<file path="src/rtl/i2c_reg_sequencer_pkg.sv">
// Shared constants for the I2C register sequencer: WISHBONE register
// offsets of the I2C master core, CR/SR bit values, phases, FSM states.
package i2c_reg_sequencer_pkg;

  localparam logic [2:0] ADR_PRERLO  = 3'd0;
  localparam logic [2:0] ADR_PRERHI  = 3'd1;
  localparam logic [2:0] ADR_CTR     = 3'd2;
  localparam logic [2:0] ADR_TXR_RXR = 3'd3;
  localparam logic [2:0] ADR_CR_SR   = 3'd4;

  localparam logic [7:0] CTR_EN  = 8'h80;
  localparam logic [7:0] CR_STA  = 8'h80;
  localparam logic [7:0] CR_STO  = 8'h40;
  localparam logic [7:0] CR_RD   = 8'h20;
  localparam logic [7:0] CR_WR   = 8'h10;
  localparam logic [7:0] CR_NACK = 8'h08;

  localparam int SR_RXACK = 7;
  localparam int SR_BUSY  = 6;
  localparam int SR_AL    = 5;
  localparam int SR_TIP   = 1;

  localparam logic [1:0] P1 = 2'd0;
  localparam logic [1:0] P2 = 2'd1;
  localparam logic [1:0] P3 = 2'd2;
  localparam logic [1:0] P4 = 2'd3;

  typedef enum logic [3:0] {
    S_INIT_PRL,
    S_INIT_PRH,
    S_INIT_CTR0,
    S_INIT_CTR,
    S_IDLE,
    S_TXR,
    S_CR,
    S_POLL,
    S_RXR,
    S_STOP,
    S_STOP_POLL,
    S_FINISH
  } state_e;

endpackage

</file>
<file path="src/rtl/i2c_reg_sequencer_wbm.sv">
// Single-access WISHBONE master: go_i starts one cycle, done_o pulses
// after ack/err with err_o and rdata_o; cyc/stb drop as soon as it ends.
module i2c_wbm_single (
  input  logic       clk_i,
  input  logic       rst_n_i,
  input  logic       go_i,
  input  logic       we_i,
  input  logic [2:0] adr_i,
  input  logic [7:0] dat_i,
  output logic       done_o,
  output logic       err_o,
  output logic [7:0] rdata_o,
  output logic       wbm_cyc_o,
  output logic       wbm_stb_o,
  output logic       wbm_we_o,
  output logic [2:0] wbm_adr_o,
  output logic [7:0] wbm_dat_o,
  input  logic [7:0] wbm_dat_i,
  input  logic       wbm_ack_i,
  input  logic       wbm_err_i
);

  logic       cyc_q;
  logic       we_q;
  logic [2:0] adr_q;
  logic [7:0] dat_q;
  logic       done_q;
  logic       err_q;
  logic [7:0] rdata_q;

  always_ff @(posedge clk_i or negedge rst_n_i) begin
    if (!rst_n_i) begin
      cyc_q   <= 1'b0;
      we_q    <= 1'b0;
      adr_q   <= '0;
      dat_q   <= '0;
      done_q  <= 1'b0;
      err_q   <= 1'b0;
      rdata_q <= '0;
    end else begin
      done_q <= 1'b0;
      if (!cyc_q) begin
        if (go_i) begin
          cyc_q <= 1'b1;
          we_q  <= we_i;
          adr_q <= adr_i;
          dat_q <= dat_i;
        end
      end else if (wbm_ack_i || wbm_err_i) begin
        cyc_q   <= 1'b0;
        done_q  <= 1'b1;
        err_q   <= wbm_err_i;
        rdata_q <= wbm_dat_i;
      end
    end
  end

  assign wbm_cyc_o = cyc_q;
  assign wbm_stb_o = cyc_q;
  assign wbm_we_o  = we_q;
  assign wbm_adr_o = adr_q;
  assign wbm_dat_o = dat_q;
  assign done_o    = done_q;
  assign err_o     = err_q;
  assign rdata_o   = rdata_q;

endmodule

</file>
<file path="src/rtl/i2c_reg_sequencer.sv">
// Drives an OpenCores I2C master core: init prescale/enable, then one
// register write or read per req_i; reports done_o, rdata_o, status_o.
module i2c_reg_sequencer
  import i2c_reg_sequencer_pkg::*;
#(
  parameter logic [15:0] PRESCALE = 16'd199,
  parameter logic [19:0] TIMEOUT  = 20'hFFFFF
) (
  input  logic       clk_i,
  input  logic       rst_n_i,
  input  logic       req_i,
  input  logic       req_rd_i,
  input  logic [6:0] dev_addr_i,
  input  logic [7:0] reg_addr_i,
  input  logic [7:0] wdata_i,
  output logic       ready_o,
  output logic       done_o,
  output logic [7:0] rdata_o,
  output logic [2:0] status_o,
  output logic       wbm_cyc_o,
  output logic       wbm_stb_o,
  output logic       wbm_we_o,
  output logic [2:0] wbm_adr_o,
  output logic [7:0] wbm_dat_o,
  input  logic [7:0] wbm_dat_i,
  input  logic       wbm_ack_i,
  input  logic       wbm_err_i
);

  state_e      state_q;
  logic [1:0]  phase_q;
  logic        rd_q;
  logic [6:0]  dev_q;
  logic [7:0]  reg_q;
  logic [7:0]  wdata_q;
  logic [7:0]  rdata_q;
  logic [2:0]  status_q;
  logic        ready_q;
  logic        done_q;
  logic        go_q;
  logic        pend_q;
  logic        reinit_q;
  logic [19:0] tmo_q;
  logic        acc_we_q;
  logic [2:0]  acc_adr_q;
  logic [7:0]  acc_dat_q;

  logic        acc_we_d;
  logic [2:0]  acc_adr_d;
  logic [7:0]  acc_dat_d;
  logic [7:0]  txr_val;
  logic [7:0]  cr_val;
  logic        stop_issued;
  logic        m_done;
  logic        m_err;
  logic [7:0]  m_rdata;

  i2c_wbm_single u_wbm (
    .clk_i     (clk_i),
    .rst_n_i   (rst_n_i),
    .go_i      (go_q),
    .we_i      (acc_we_q),
    .adr_i     (acc_adr_q),
    .dat_i     (acc_dat_q),
    .done_o    (m_done),
    .err_o     (m_err),
    .rdata_o   (m_rdata),
    .wbm_cyc_o (wbm_cyc_o),
    .wbm_stb_o (wbm_stb_o),
    .wbm_we_o  (wbm_we_o),
    .wbm_adr_o (wbm_adr_o),
    .wbm_dat_o (wbm_dat_o),
    .wbm_dat_i (wbm_dat_i),
    .wbm_ack_i (wbm_ack_i),
    .wbm_err_i (wbm_err_i)
  );

  always_comb begin
    txr_val = {dev_q, 1'b0};
    cr_val  = CR_STA | CR_WR;
    unique case (phase_q)
      P1: ;
      P2: begin
        txr_val = reg_q;
        cr_val  = CR_WR;
      end
      P3: begin
        if (rd_q) begin
          txr_val = {dev_q, 1'b1};
        end else begin
          txr_val = wdata_q;
          cr_val  = CR_STO | CR_WR;
        end
      end
      P4: cr_val = CR_STO | CR_RD | CR_NACK;
      default: ;
    endcase
  end

  // Phases whose CR command already carried STO ignore RxACK
  assign stop_issued = (phase_q == P4) || (phase_q == P3 && !rd_q);

  always_comb begin
    acc_we_d  = 1'b1;
    acc_adr_d = ADR_CR_SR;
    acc_dat_d = '0;
    unique case (state_q)
      S_INIT_PRL: begin
        acc_adr_d = ADR_PRERLO;
        acc_dat_d = PRESCALE[7:0];
      end
      S_INIT_PRH: begin
        acc_adr_d = ADR_PRERHI;
        acc_dat_d = PRESCALE[15:8];
      end
      S_INIT_CTR0: acc_adr_d = ADR_CTR;
      S_INIT_CTR: begin
        acc_adr_d = ADR_CTR;
        acc_dat_d = CTR_EN;
      end
      S_TXR: begin
        acc_adr_d = ADR_TXR_RXR;
        acc_dat_d = txr_val;
      end
      S_CR:   acc_dat_d = cr_val;
      S_STOP: acc_dat_d = CR_STO;
      S_POLL, S_STOP_POLL: acc_we_d = 1'b0;
      S_RXR: begin
        acc_we_d  = 1'b0;
        acc_adr_d = ADR_TXR_RXR;
      end
      default: acc_we_d = 1'b0;
    endcase
  end

  always_ff @(posedge clk_i or negedge rst_n_i) begin
    if (!rst_n_i) begin
      state_q   <= S_INIT_PRL;
      phase_q   <= P1;
      rd_q      <= 1'b0;
      dev_q     <= '0;
      reg_q     <= '0;
      wdata_q   <= '0;
      rdata_q   <= '0;
      status_q  <= '0;
      ready_q   <= 1'b0;
      done_q    <= 1'b0;
      go_q      <= 1'b0;
      pend_q    <= 1'b0;
      reinit_q  <= 1'b0;
      tmo_q     <= '0;
      acc_we_q  <= 1'b0;
      acc_adr_q <= '0;
      acc_dat_q <= '0;
    end else begin
      go_q   <= 1'b0;
      done_q <= 1'b0;
      if (state_q == S_POLL || state_q == S_STOP_POLL) begin
        tmo_q <= tmo_q + 20'd1;
      end
      unique case (state_q)
        S_IDLE: begin
          if (req_i) begin
            rd_q     <= req_rd_i;
            dev_q    <= dev_addr_i;
            reg_q    <= reg_addr_i;
            wdata_q  <= wdata_i;
            status_q <= '0;
            phase_q  <= P1;
            ready_q  <= 1'b0;
            state_q  <= S_TXR;
          end
        end
        S_FINISH: begin
          state_q <= reinit_q ? S_INIT_CTR0 : S_IDLE;
          ready_q <= !reinit_q;
        end
        default: begin
          if (!pend_q) begin
            go_q      <= 1'b1;
            pend_q    <= 1'b1;
            acc_we_q  <= acc_we_d;
            acc_adr_q <= acc_adr_d;
            acc_dat_q <= acc_dat_d;
          end else if (m_done) begin
            pend_q <= 1'b0;
            if (m_err) begin
              status_q[2] <= 1'b1;
              done_q      <= 1'b1;
              state_q     <= S_FINISH;
            end else begin
              unique case (state_q)
                S_INIT_PRL:  state_q <= S_INIT_PRH;
                S_INIT_PRH:  state_q <= S_INIT_CTR;
                S_INIT_CTR0: begin
                  reinit_q <= 1'b0;
                  state_q  <= S_INIT_CTR;
                end
                S_INIT_CTR: begin
                  ready_q <= 1'b1;
                  state_q <= S_IDLE;
                end
                S_TXR: state_q <= S_CR;
                S_CR: begin
                  tmo_q   <= '0;
                  state_q <= S_POLL;
                end
                S_POLL: begin
                  if (m_rdata[SR_TIP]) begin
                    if (tmo_q >= TIMEOUT) begin
                      status_q[2] <= 1'b1;
                      reinit_q    <= 1'b1;
                      done_q      <= 1'b1;
                      state_q     <= S_FINISH;
                    end
                  end else if (m_rdata[SR_AL]) begin
                    status_q[1] <= 1'b1;
                    done_q      <= 1'b1;
                    state_q     <= S_FINISH;
                  end else if (m_rdata[SR_RXACK] && !stop_issued) begin
                    status_q[0] <= 1'b1;
                    state_q     <= S_STOP;
                  end else if (phase_q == P3 && !rd_q) begin
                    status_q[0] <= m_rdata[SR_RXACK];
                    done_q      <= 1'b1;
                    state_q     <= S_FINISH;
                  end else if (phase_q == P4) begin
                    state_q <= S_RXR;
                  end else begin
                    // read P3 -> P4 has no TXR byte to load
                    phase_q <= phase_q + 2'd1;
                    state_q <= (phase_q == P3) ? S_CR : S_TXR;
                  end
                end
                S_RXR: begin
                  rdata_q <= m_rdata;
                  done_q  <= 1'b1;
                  state_q <= S_FINISH;
                end
                S_STOP: begin
                  tmo_q   <= '0;
                  state_q <= S_STOP_POLL;
                end
                S_STOP_POLL: begin
                  if (!m_rdata[SR_BUSY]) begin
                    done_q  <= 1'b1;
                    state_q <= S_FINISH;
                  end else if (tmo_q >= TIMEOUT) begin
                    status_q[2] <= 1'b1;
                    reinit_q    <= 1'b1;
                    done_q      <= 1'b1;
                    state_q     <= S_FINISH;
                  end
                end
                default: state_q <= S_INIT_PRL;
              endcase
            end
          end
        end
      endcase
    end
  end

  assign ready_o  = ready_q;
  assign done_o   = done_q;
  assign rdata_o  = rdata_q;
  assign status_o = status_q;

endmodule
</file>
<file path="config.mk">
export PLATFORM = sky130hd
export DESIGN_NAME = i2c_reg_sequencer
export DESIGN_NICKNAME = d
export VERILOG_FILES = /design/src/rtl/i2c_reg_sequencer_pkg.sv /design/src/rtl/i2c_reg_sequencer_wbm.sv /design/src/rtl/i2c_reg_sequencer.sv
export SDC_FILE = /design/constraint.sdc
export NUM_CORES = 1
export LEC_CHECK = 0
export BUFFER_PORTS_ARGS = -buffer_cell sky130_fd_sc_hd__buf_2
export CAP_MARGIN = 20
export CORE_UTILIZATION = 35
export CTS_CLUSTER_SIZE = 14
export DETAILED_ROUTE_END_ITERATION = 7
export PLACE_DENSITY = 0.54
export SLEW_MARGIN = 15
export SYNTH_ARGS = -nofsm -noshare
export SYNTH_HDL_FRONTEND = slang
export SYNTH_SLANG_ARGS = --single-unit
</file>
<file path="constraint.sdc">
create_clock -name clk_i -period 3.3 [get_ports clk_i]
set_input_delay 0.165 -clock clk_i [delete_from_list [all_inputs] [get_ports clk_i]]
set_output_delay 0.165 -clock clk_i [all_outputs]
set_load 0.03 [all_outputs]
</file>
## After elaboration in Yosys (flattened, before gate mapping)

Cells that the tools add are included.

- Bits in registers: 101
- Output and inout port bits: 27
- Word-level logic and storage cells: 182

- Add/subtract/negate cells: 2
- $lt $le $gt $ge: 1
- Eq/ne operators: 26
- Muxes and demuxes: 85
- Bitwise operators: 5
- Reductions and logical operators: 37

Operators with widths:

| kind | number |
|---|---|
| $mux W20 | 6 |
| $mux W4 | 11 |
| $pmux W8 S5 | 1 |
| $mux W1 | 36 |
| $pmux W4 S9 | 1 |
| $mux W2 | 14 |
| $pmux W8 S3 | 1 |
| $add A20 B1 Y20 const B | 1 |
| $ge A20 B20 Y1 const B | 1 |
| $eq A4 B3 Y1 const B | 4 |
| $eq A4 B4 Y1 const B | 4 |
| $mux W8 | 2 |
| $pmux W8 S2 | 1 |
| $reduce_bool A3 Y1 | 5 |
| $reduce_and A7 Y1 | 2 |
| $mux W3 | 4 |
| $pmux W3 S4 | 1 |
| $reduce_and A11 Y1 | 1 |
| $ne A2 B1 Y1 const B | 5 |
| $reduce_and A5 Y1 | 2 |
| $reduce_or A2 Y1 | 5 |
| $reduce_and A9 Y1 | 1 |
| $eq A4 B2 Y1 const B | 2 |
| $ne A2 B2 Y1 const B | 4 |
| 22 further kinds | 41 |

## Depth between registers and ports, before layout

Gate-level depths: netlist (run 1).

- Word-level depth: 13
- Depth in mapped cells: 8

## Modules after synthesis

A second synthesis (run 1) with hierarchy kept.

- Cells, all modules: 459
- Area, all modules: 5036.1 µm²

By module, submodules not included:

| module | instances | cells an instance | area an instance (µm²) | sequential area each (µm²) |
|---|---|---|---|---|
| i2c_reg_sequencer | 1 | 407 | 4131.5 | 1951.9 |
| i2c_wbm_single | 1 | 52 | 904.6 | 575.6 |

## Worst setup path before layout (run 1)

Ideal clock, no wire load.

- Path kind: register to register
- Start: register state_q[0]
- End: register status_q[0] (netlist: status_o[0])
- Data arrival time: 1.625 ns
- Required time: 3.151 ns
- Path slack: 1.526 ns
- Cell stages (with the launch flop): 8
- Clock period less this slack: 1.774 ns
- Path through: dfrtp_1 > buf_6 > or4b_4 > buf_6 > o22ai_4 > nor3_2 > a31oi_1 > o22ai_1

- Cells in the longest elaborated chain, start to end: 3
- Elaborated cells on any way between the ends: 14
- Those cells by class: eq/ne: 7; mux: 1; bitwise: 1; reduce/logical: 5

RTL lines:

| what | line | text |
|---|---|---|
| from (decl) | i2c_reg_sequencer.sv:30 | `state_e state_q;` |
| from (signal assigned) | i2c_reg_sequencer.sv:175 | `state_q <= reinit_q ? S_INIT_CTR0 : S_IDLE;` |
| from (signal assigned) | i2c_reg_sequencer.sv:232 | `state_q <= (phase_q == P3) ? S_CR : S_TXR;` |
| $eq A4 B3 Y1 (tied with other cells) | i2c_reg_sequencer.sv:161 | `unique case (state_q)` |
| $ne A2 B2 Y1 (no source line) (tied with other cells) | n/a |  |
| $reduce_and A9 Y1 (no source line) | n/a |  |
| to (signal assigned) | i2c_reg_sequencer.sv:224 | `status_q[0] <= m_rdata[SR_RXACK];` |
| to (decl) | i2c_reg_sequencer.sv:37 | `logic [2:0] status_q;` |

Parallel ways exist; a longest one is shown, timed or not.
A chain may end at the register's enable or synchronous reset.

## Final worst setup path (run 1)

- Start: register state_q[0]
- End: register state_q[2]

- Cells in the longest elaborated chain, start to end: 7
- Elaborated cells on any way between the ends: 22
- Those cells by class: eq/ne: 12; mux: 5; reduce/logical: 5

RTL lines:

| what | line | text |
|---|---|---|
| $eq A4 B2 Y1 or $eq A4 B1 Y1 (tied branches) | i2c_reg_sequencer.sv:192 | `unique case (state_q)` |
| $reduce_or A2 Y1 (no source line) | n/a |  |
| $pmux W4 S9 | i2c_reg_sequencer.sv:192 |  |
| $mux W4 | i2c_reg_sequencer.sv:187 | `if (m_err) begin` |
| $mux W4 | i2c_reg_sequencer.sv:185 | `end else if (m_done) begin` |
| $mux W4 | i2c_reg_sequencer.sv:179 | `if (!pend_q) begin` |
| $pmux W4 S2 | i2c_reg_sequencer.sv:161 |  |

Parallel ways exist; a longest one is shown, timed or not. The select of a mux whose other input is x is not followed.

==> flow_summary.ini, run 1 <==
[worst_setup_path]
cp.required_ns = 3.54
cpLargestDelayFamily = flip-flops
timing.rr.end = state_q[2]$_DFFE_PN0P_
r2r_slack_ns = 0.91
path_cells = inv_1 -> o32ai_1 -> a21oi_1 -> a221oi_1
slowest_delay_ns = 1.01
slowest_stage = dfrtp_1
cp-end-kind = flip-flop
arrival_ns = 2.64
crit_buf_inv = 1
worstSetupStartpointType = flip-flop
cp_max_fo = 29
path_class = flip-flop to flip-flop
rr_worst_depth = 4
reg2reg_from = state_q[0]$_DFFE_PN0P_

[power_and_ir_drop]
pwr-share-clk_pct = 20.0
power.leakage_nw = 2.76
p_sw_mw = 2.32
fin_total_pwr_mw = 5.73
pwr-share-seq_pct = 38.6
internal_power_mw = 3.41
p_per_area_mw_per_mm2 = 946
ir_drop_v = 0.000429
combinationalPowerShare_pct = 41.3
sw_frac_of_total_pct = 40.5

[drt]
vias_per_cell = 5.27
ant_nets = 0
routed_wl_mm = 12.4
drtIter0Drc = 313
drt_pass1_iterations = 6
wl_per_cell_um = 17.1
drc = 2
vias = 3826

[finish]
fillCellCount = 1448
fin_nets = 581
mostFrequentLayoutCell = dfrtp_1
multi_input_area_mm2 = 0.00252
regArea_mm2 = 0.00253
mostFrequentLayoutCells = 101 x dfrtp_1, 62 x buf_2, 41 x nor2_1, 33 x nand2_1, 31 x mux2_2
antenna_cells = 0
final_layout_size_suffix_gt1_share_pct = 28.8
stdcell_count = 726
area_growth_pct = 14.9

[flow_run]
maxCapViolCount = 0

[clocking]
postCtsSetupBuffers = 0
ctsResizeCount = 0
cts_max_level = 3
root_buffer = clkbuf_16
cts_buffers = 9
clk_pin_slew_ns = 0.07
tritoncts = built
clk_latency_ns = 0.35
postCtsHoldBufs = 1
cts.sinks = 101
clock_path_buffers = 2

[placement]
gp_congestion = 0.844
dp_hpwl_mm = 9.02
port_buffers = 63
dp.cells = 709

[sta]
worstMarginPinSlew_ns = 1.02
hold_slack_ns = 0.0405
skew_ns = 0.00634
setup_tns_ns = 0
maxSlewViolCount = 0
period_share_pct = 72.6
setup-violations-final = 0
rsz0062_at_grt = false
fin_crit_ns = 2.39
clock.fmax_ghz = 0.418
finalHoldViolations = 0
max_slew_margin_pct = 32.3

[outcome]
outcome = finished with violations
failed_checks = design-rule violations

[yosys]
synth_edf_count = 0
yosys.area.top_type = dfrtp_1
ys.flop_type = dfrtp_1
netlist-cell-type-count = 72
synthTopCellsByArea = dfrtp_1 48%, mux2_2 6.6%, mux2_4 5.4%, nor2_1 2.9%, nand2_1 2.3%
syn_inst = 481
synthArstFlopShare_pct = 100
synth.yosys.warnings = 0
avgSynthCellArea_um2 = 11.0
ys_seq_elements = 101
synth_fp_nets = 525
synth_area_mm2 = 0.00528
ys_seq_area_share_pct = 47.9
synth_top_cell_area_share_pct = 47.9

[global_routing]
grt_pass1_wl_mm = 20.7
grt_pass1_vias = 3925
antenna_found_initial = 0
overflow = 0
gr-usage-all-layers_pct = 17.0
grt_max_degree = 65

[floorplanning]
num_rows = 44
core_mm2 = 0.0146
design.die.area_mm2 = 0.0156
die_h_um = 125
io_pins = 64
start_util_pct = 36.0
die_w_um = 125

[worst_hold_path]
min_to = dev_q[2]$_DFFE_PN0P_
hp-class = primary input to flip-flop
hold_path_startpoint = dev_addr_i[2]
whs_path_depth = 2
-- power groups by stage --
| stage | registers, mW | clock network (mW) | logic [mW] |
|---|---|---|---|
| floorplan | 2.20 | 0 | 1.76 |
| global placement | 2.22 | 0 | 2.35 |
| detailed placement | 2.23 | 0 | 2.38 |
| CTS | 2.21 | 1.19 | 2.39 |
| global route | 2.29 | 1.23 | 2.61 |
| finish | 2.22 | 1.15 | 2.37 |
-- state kept, by name, summed over array words and instances (netlist names), 2 cells and up --
register / cells
status_o: 3
wdata_q: 8
u_wbm.wbm_dat_o: 8
tmo_q: 20
acc_adr_q: 3
rdata_o: 8
u_wbm.rdata_o: 8
dev_q: 7
state_q: 4
acc_dat_q: 8
u_wbm.wbm_adr_o: 3
phase_q: 2
reg_q: 8
-- area by class of cell --
cell class | count | area share [%]
Inverter | 19 | 1.18
Sequential cell | 101 | 41.7
Tap cell | 184 | 3.80
Multi-Input combinational cell | 334 | 41.5
Timing Repair Buffer | 72 | 6.40
Clock inverter | 4 | 1.16
Clock buffer | 12 | 4.23
-- worst register-to-register path, delay by kind of cell, from the launching register on --
kind            cells  cell delay [ns]
flops               1             1.01
buf+inv             1             0.38
compound gates      3             0.89
-- cell usage after synthesis (4+ instances only) --
master	instances
nor3_1	12
ha_1	7
xnor2_1	13
and2_1	5
nor4_1	5
xor2_1	4
inv_1	18
nand2b_1	6
a22oi_1	9
dfrtp_1	101
a22o_1	8
clkbuf_1	9
nor2_1	41
mux2_2	31
o21ai_0	22
nand3_1	12
nand2_1	33
a21oi_1	24
buf_2	7
nand4_1	5
buf_6	5
mux2_4	19
a31oi_1	6
-- through the flow --
step | utilization, % | area, um2 | setup WS, ns
after global placement | 39.1 | 5720 | 1.00
final | 41.4 | 6060 | 0.906
after detailed placement | 39.1 | 5720 | 0.932
after global routing | 41.4 | 6060 | 0.710
after floorplan | - | 5280 | 1.53
after CTS | 41.4 | 6060 | 0.922
-- cell families after synthesis --
kind of cell               after synthesis  share of synthesized area, %
DFF                                    101                          47.9
and+or+nand+nor                        144                          14.8
buffers and inverters                   46                          4.36
AOI/OAI and AO/OA                      113                          15.8
xor gates and xnor gates                17                          2.82
adders and majority gates                7                          1.66
muxes                                   53                          12.6
-- per-layer routing --
layer  vias to the layer above  GRT usage (%)  part of all wire, %
li1                       1858              -                    -
met1                      1864           24.0                   49
met2                        82           25.0                   44
met3                        22           4.04                  4.5
met4                         0           6.97                  2.4
met5                         -              0                    0
-- worst max-delay path by stage --
stage,from,cells past startpoint,to
floorplan,state_q[0]$_DFFE_PN0P_,7,status_o[0]$_DFFE_PN0P_
global placement,state_q[0]$_DFFE_PN0P_,3,wdata_q[2]$_DFFE_PN0P_
detailed placement,state_q[0]$_DFFE_PN0P_,3,reg_q[6]$_DFFE_PN0P_
CTS,state_q[0]$_DFFE_PN0P_,3,reg_q[6]$_DFFE_PN0P_
global route,state_q[0]$_DFFE_PN0P_,5,acc_dat_q[6]$_DFFE_PN0P_
finish,state_q[0]$_DFFE_PN0P_,4,state_q[2]$_DFFE_PN0P_
Note: power is estimated with default switching activity, not from simulation.
==> inputs of run 2 (changes only) <==
--- a/config.mk
+++ b/config.mk
@@ -5,12 +5,13 @@
 export SDC_FILE = /design/constraint.sdc
 export NUM_CORES = 1
 export LEC_CHECK = 0
+export ABC_AREA = 1
 export BUFFER_PORTS_ARGS = -buffer_cell sky130_fd_sc_hd__buf_2
 export CAP_MARGIN = 20
 export CORE_UTILIZATION = 35
 export CTS_CLUSTER_SIZE = 14
 export DETAILED_ROUTE_END_ITERATION = 7
-export PLACE_DENSITY = 0.54
+export PLACE_DENSITY = 0.56
 export SLEW_MARGIN = 15
 export SYNTH_ARGS = -nofsm -noshare
 export SYNTH_HDL_FRONTEND = slang
==> constraint.sdc (replaced) <==
create_clock -name clk_i -period 1.9 [get_ports clk_i]
set_input_delay 0.095 -clock clk_i [delete_from_list [all_inputs] [get_ports clk_i]]
set_output_delay 0.095 -clock clk_i [all_outputs]
set_load 0.03 [all_outputs]
==> run 2 against run 1 <==
  * The run still ends with design-rule violations left
  * Non-clock buffer count grew 40
  * Register-to-register slack worse by 0.77 ns
  * Final cell count rose by 24%
  * Largest cell class unchanged
==> flow_summary.ini, run 2 <==
[finish]
fillCellCount = 1380
area_growth_pct = 25.7
mostFrequentLayoutCells = 152 x nand2_1, 100 x dfrtp_1, 77 x inv_1, 63 x o21ai_0, 62 x buf_2
top_register = tmo_q
mostFrequentLayoutCell = nand2_1
final_area_mm2 = 0.00621
antenna_cells = 0
fin_nets = 762
regArea_mm2 = 0.00253
final_layout_size_suffix_gt1_share_pct = 18.8
utilization_pct = 44.9
multi_input_area_mm2 = 0.00202
largest_register_ffs = 20

[floorplanning]
die_h_um = 121
start_util_pct = 35.7
core_mm2 = 0.0138
die_w_um = 121
num_rows = 43
design.die.area_mm2 = 0.0146
io_pins = 64

[flow_run]
maxCapViolCount = 0

[sta]
period_share_pct = 92.6
worstMarginPinSlew_ns = 0.635
maxSlewViolCount = 0
fin_ws_ns = 0.140
setup-violations-final = 0
clock.fmax_ghz = 0.568
max_slew_margin_pct = 57.6
fin_crit_ns = 1.76
skew_ns = 0.00651
rsz0062_at_grt = false
finalHoldViolations = 0
hold_slack_ns = 0.208

[yosys]
synth-xor-area-share_pct = 1.24
avgSynthCellArea_um2 = 8.14
synth-compound-area-share_pct = 13.5
synth_fp_nets = 651
synthArstFlopShare_pct = 100
synth_top_cell_area_share_pct = 51.2
synth_top_family_by_area = simple AND/OR/NAND/NOR gates
syn_inst = 607
ys.flop_type = dfrtp_1
yosys.area.top_type = dfrtp_1
yosys.area_share.simple_pct = 24.0
synth_area_mm2 = 0.00494
ys_seq_elements = 101
synth_fa_ha_area_share_pct = 1.77
synthTopCellsByCount = 153 x nand2_1, 101 x dfrtp_1, 78 x inv_1
ys_seq_area_share_pct = 51.2
yosysMostFrequentCell = nand2_1
synth.yosys.warnings = 0
synth_edf_count = 0
netlist-cell-type-count = 38
synthTopCellsByArea = dfrtp_1 51%, nand2_1 12%, o21ai_0 6.4%, inv_1 5.9%, nor2_1 3.6%
muxShareOfSynthArea_pct = 0.228

[power_and_ir_drop]
ir_drop_v = 0.000582
power.leakage_nw = 3.13
p_per_area_mw_per_mm2 = 1440

[worst_hold_path]
whs_path_depth = 5
hp-class = primary input to flip-flop
hold_path_startpoint = req_i
min_to = dev_q[4]$_DFFE_PN0P_

[clocking]
tritoncts = built
clock_path_buffers = 2
root_buffer = clkbuf_16
clk_latency_ns = 0.35
cts.sinks = 101
clk_pin_slew_ns = 0.07
cts_buffers = 9
cts_max_level = 3

[outcome]
failed_checks = design-rule violations
outcome = finished with violations

[placement]
dp_hpwl_mm = 8.53
pre_cts_ws_ns = -0.00766
gp_congestion = 0.894
placed_area_mm2 = 0.00555
port_buffers = 63

[global_routing]
antenna_found_initial = 0
grt_max_degree = 50
overflow = 0
grt_pass1_vias = 4147
gr-usage-all-layers_pct = 17.2
grt_pass1_wl_mm = 19.6

[drt]
vias_per_cell = 4.69
drt_pass1_iterations = 7
vias = 4237
drc = 2
routed_wl_mm = 11.7
wl_per_cell_um = 13.0
drtIter0Drc = 263
ant_nets = 0

[worst_setup_path]
rr_worst_depth = 10
arrival_ns = 1.99
cp.required_ns = 2.13
cp_max_fo = 8
path_class = flip-flop to flip-flop
worstSetupStartpointType = flip-flop
timing.rr.end = tmo_q[10]$_DFF_PN0_
reg2reg_from = state_q[3]$_DFFE_PN0P_
r2r_slack_ns = 0.14
cp-end-kind = flip-flop
critPathLaunch = state_q[3]$_DFFE_PN0P_
[run 2: cell count changes in the layout (fill, tap and decap cells not counted), moves of 9 or more]
cell,change
nand2_1,+119
inv_1,+59
o21ai_0,+41
dlygate4sd3_1,+33
mux2_2,-30
mux2_4,-19
inv_2,+11
nand2_2,+10
o21ai_1,+10
a22oi_1,-9
[run 2: cell families (layout without fill, tap and decap cells)]
group,after synthesis,in the layout
buffers and inverters,103,219
muxes,1,1
adders and majority gates,7,7
xor gates and xnor gates,7,7
DFF,101,101
AOI/OAI and AO/OA,125,125
and+or+nand+nor,263,263
[run 2: metal layers]
| layer | track usage (%) | share of wire, % | wire length, um | vias to the layer above |
|---|---|---|---|---|
| li1 | - | - | - | 2166 |
| met1 | 23.0 | 49 | 5730 | 1966 |
| met2 | 27.1 | 46 | 5370 | 90 |
| met3 | 4.34 | 3.8 | 450 | 15 |
| met4 | 6.25 | 1.7 | 199 | 0 |
| met5 | 0 | 0 | 0 | - |
[run 2: power by group]
part | internal [mW] | total [mW] | switching (mW) | leakage, nW
clock | 1.05 | 1.83 | 0.774 | 0.143
combinational | 1.22 | 3.73 | 2.50 | 1.70
sequential | 2.95 | 3.41 | 0.462 | 1.29
total | 5.22 | 8.96 | 3.74 | 3.13
[run 2: layout make-up]
type / instances / area share (%)
clock buffers: 12 / 3.97
clock inverters: 4 / 0.766
well taps: 180 / 3.63
flip-flops and latches: 101 / 40.7
repair buffers: 112 / 12.8
multi-input cells: 403 / 32.5
inverters: 91 / 5.56
[run 2: how the worst max path moves through the flow]
stage / end / slack (ns) / cells after the start
floorplan: state_q[0]$_DFFE_PN0P_ / 0.24 / 12
global placement: state_q[0]$_DFFE_PN0P_ / 0.13 / 12
detailed placement: state_q[0]$_DFFE_PN0P_ / -0.008 / 12
CTS: state_q[0]$_DFFE_PN0P_ / 0.09 / 12
global route: tmo_q[18]$_DFF_PN0_ / 0.002 / 13
finish: tmo_q[10]$_DFF_PN0_ / 0.14 / 10
[run 2: timing repair]
item | in CTS | in global routing
hold buffers | 34 | 0
endpoints found under the hold margin | 80 | 0
buffers inserted | 0 | 2
pin swaps | 0 | 3
resized for setup | 1 | 6
endpoints found under the setup margin | 2 | 15
[run 2: worst max-delay path, stage by stage (launching register included)]
cell and delay, ns:
dfrtp_1 0.46, nand2_2 0.14, inv_2 0.12, nand2_4 0.07, nand2_8 0.09, inv_4 0.06, nor3_4 0.18, nand2_2 0.11
nor2_4 0.19, xnor2_1 0.16, nor2_2 0.05
[run 2: through the flow]
stage	TNS, ns	cells	power [mW]
global placement	0	851	7.03
finish	0	903	8.96
detailed placement	-0.00766	851	7.08
global route	0	903	9.68
CTS	0	901	9.02
floorplan	0	607	5.97
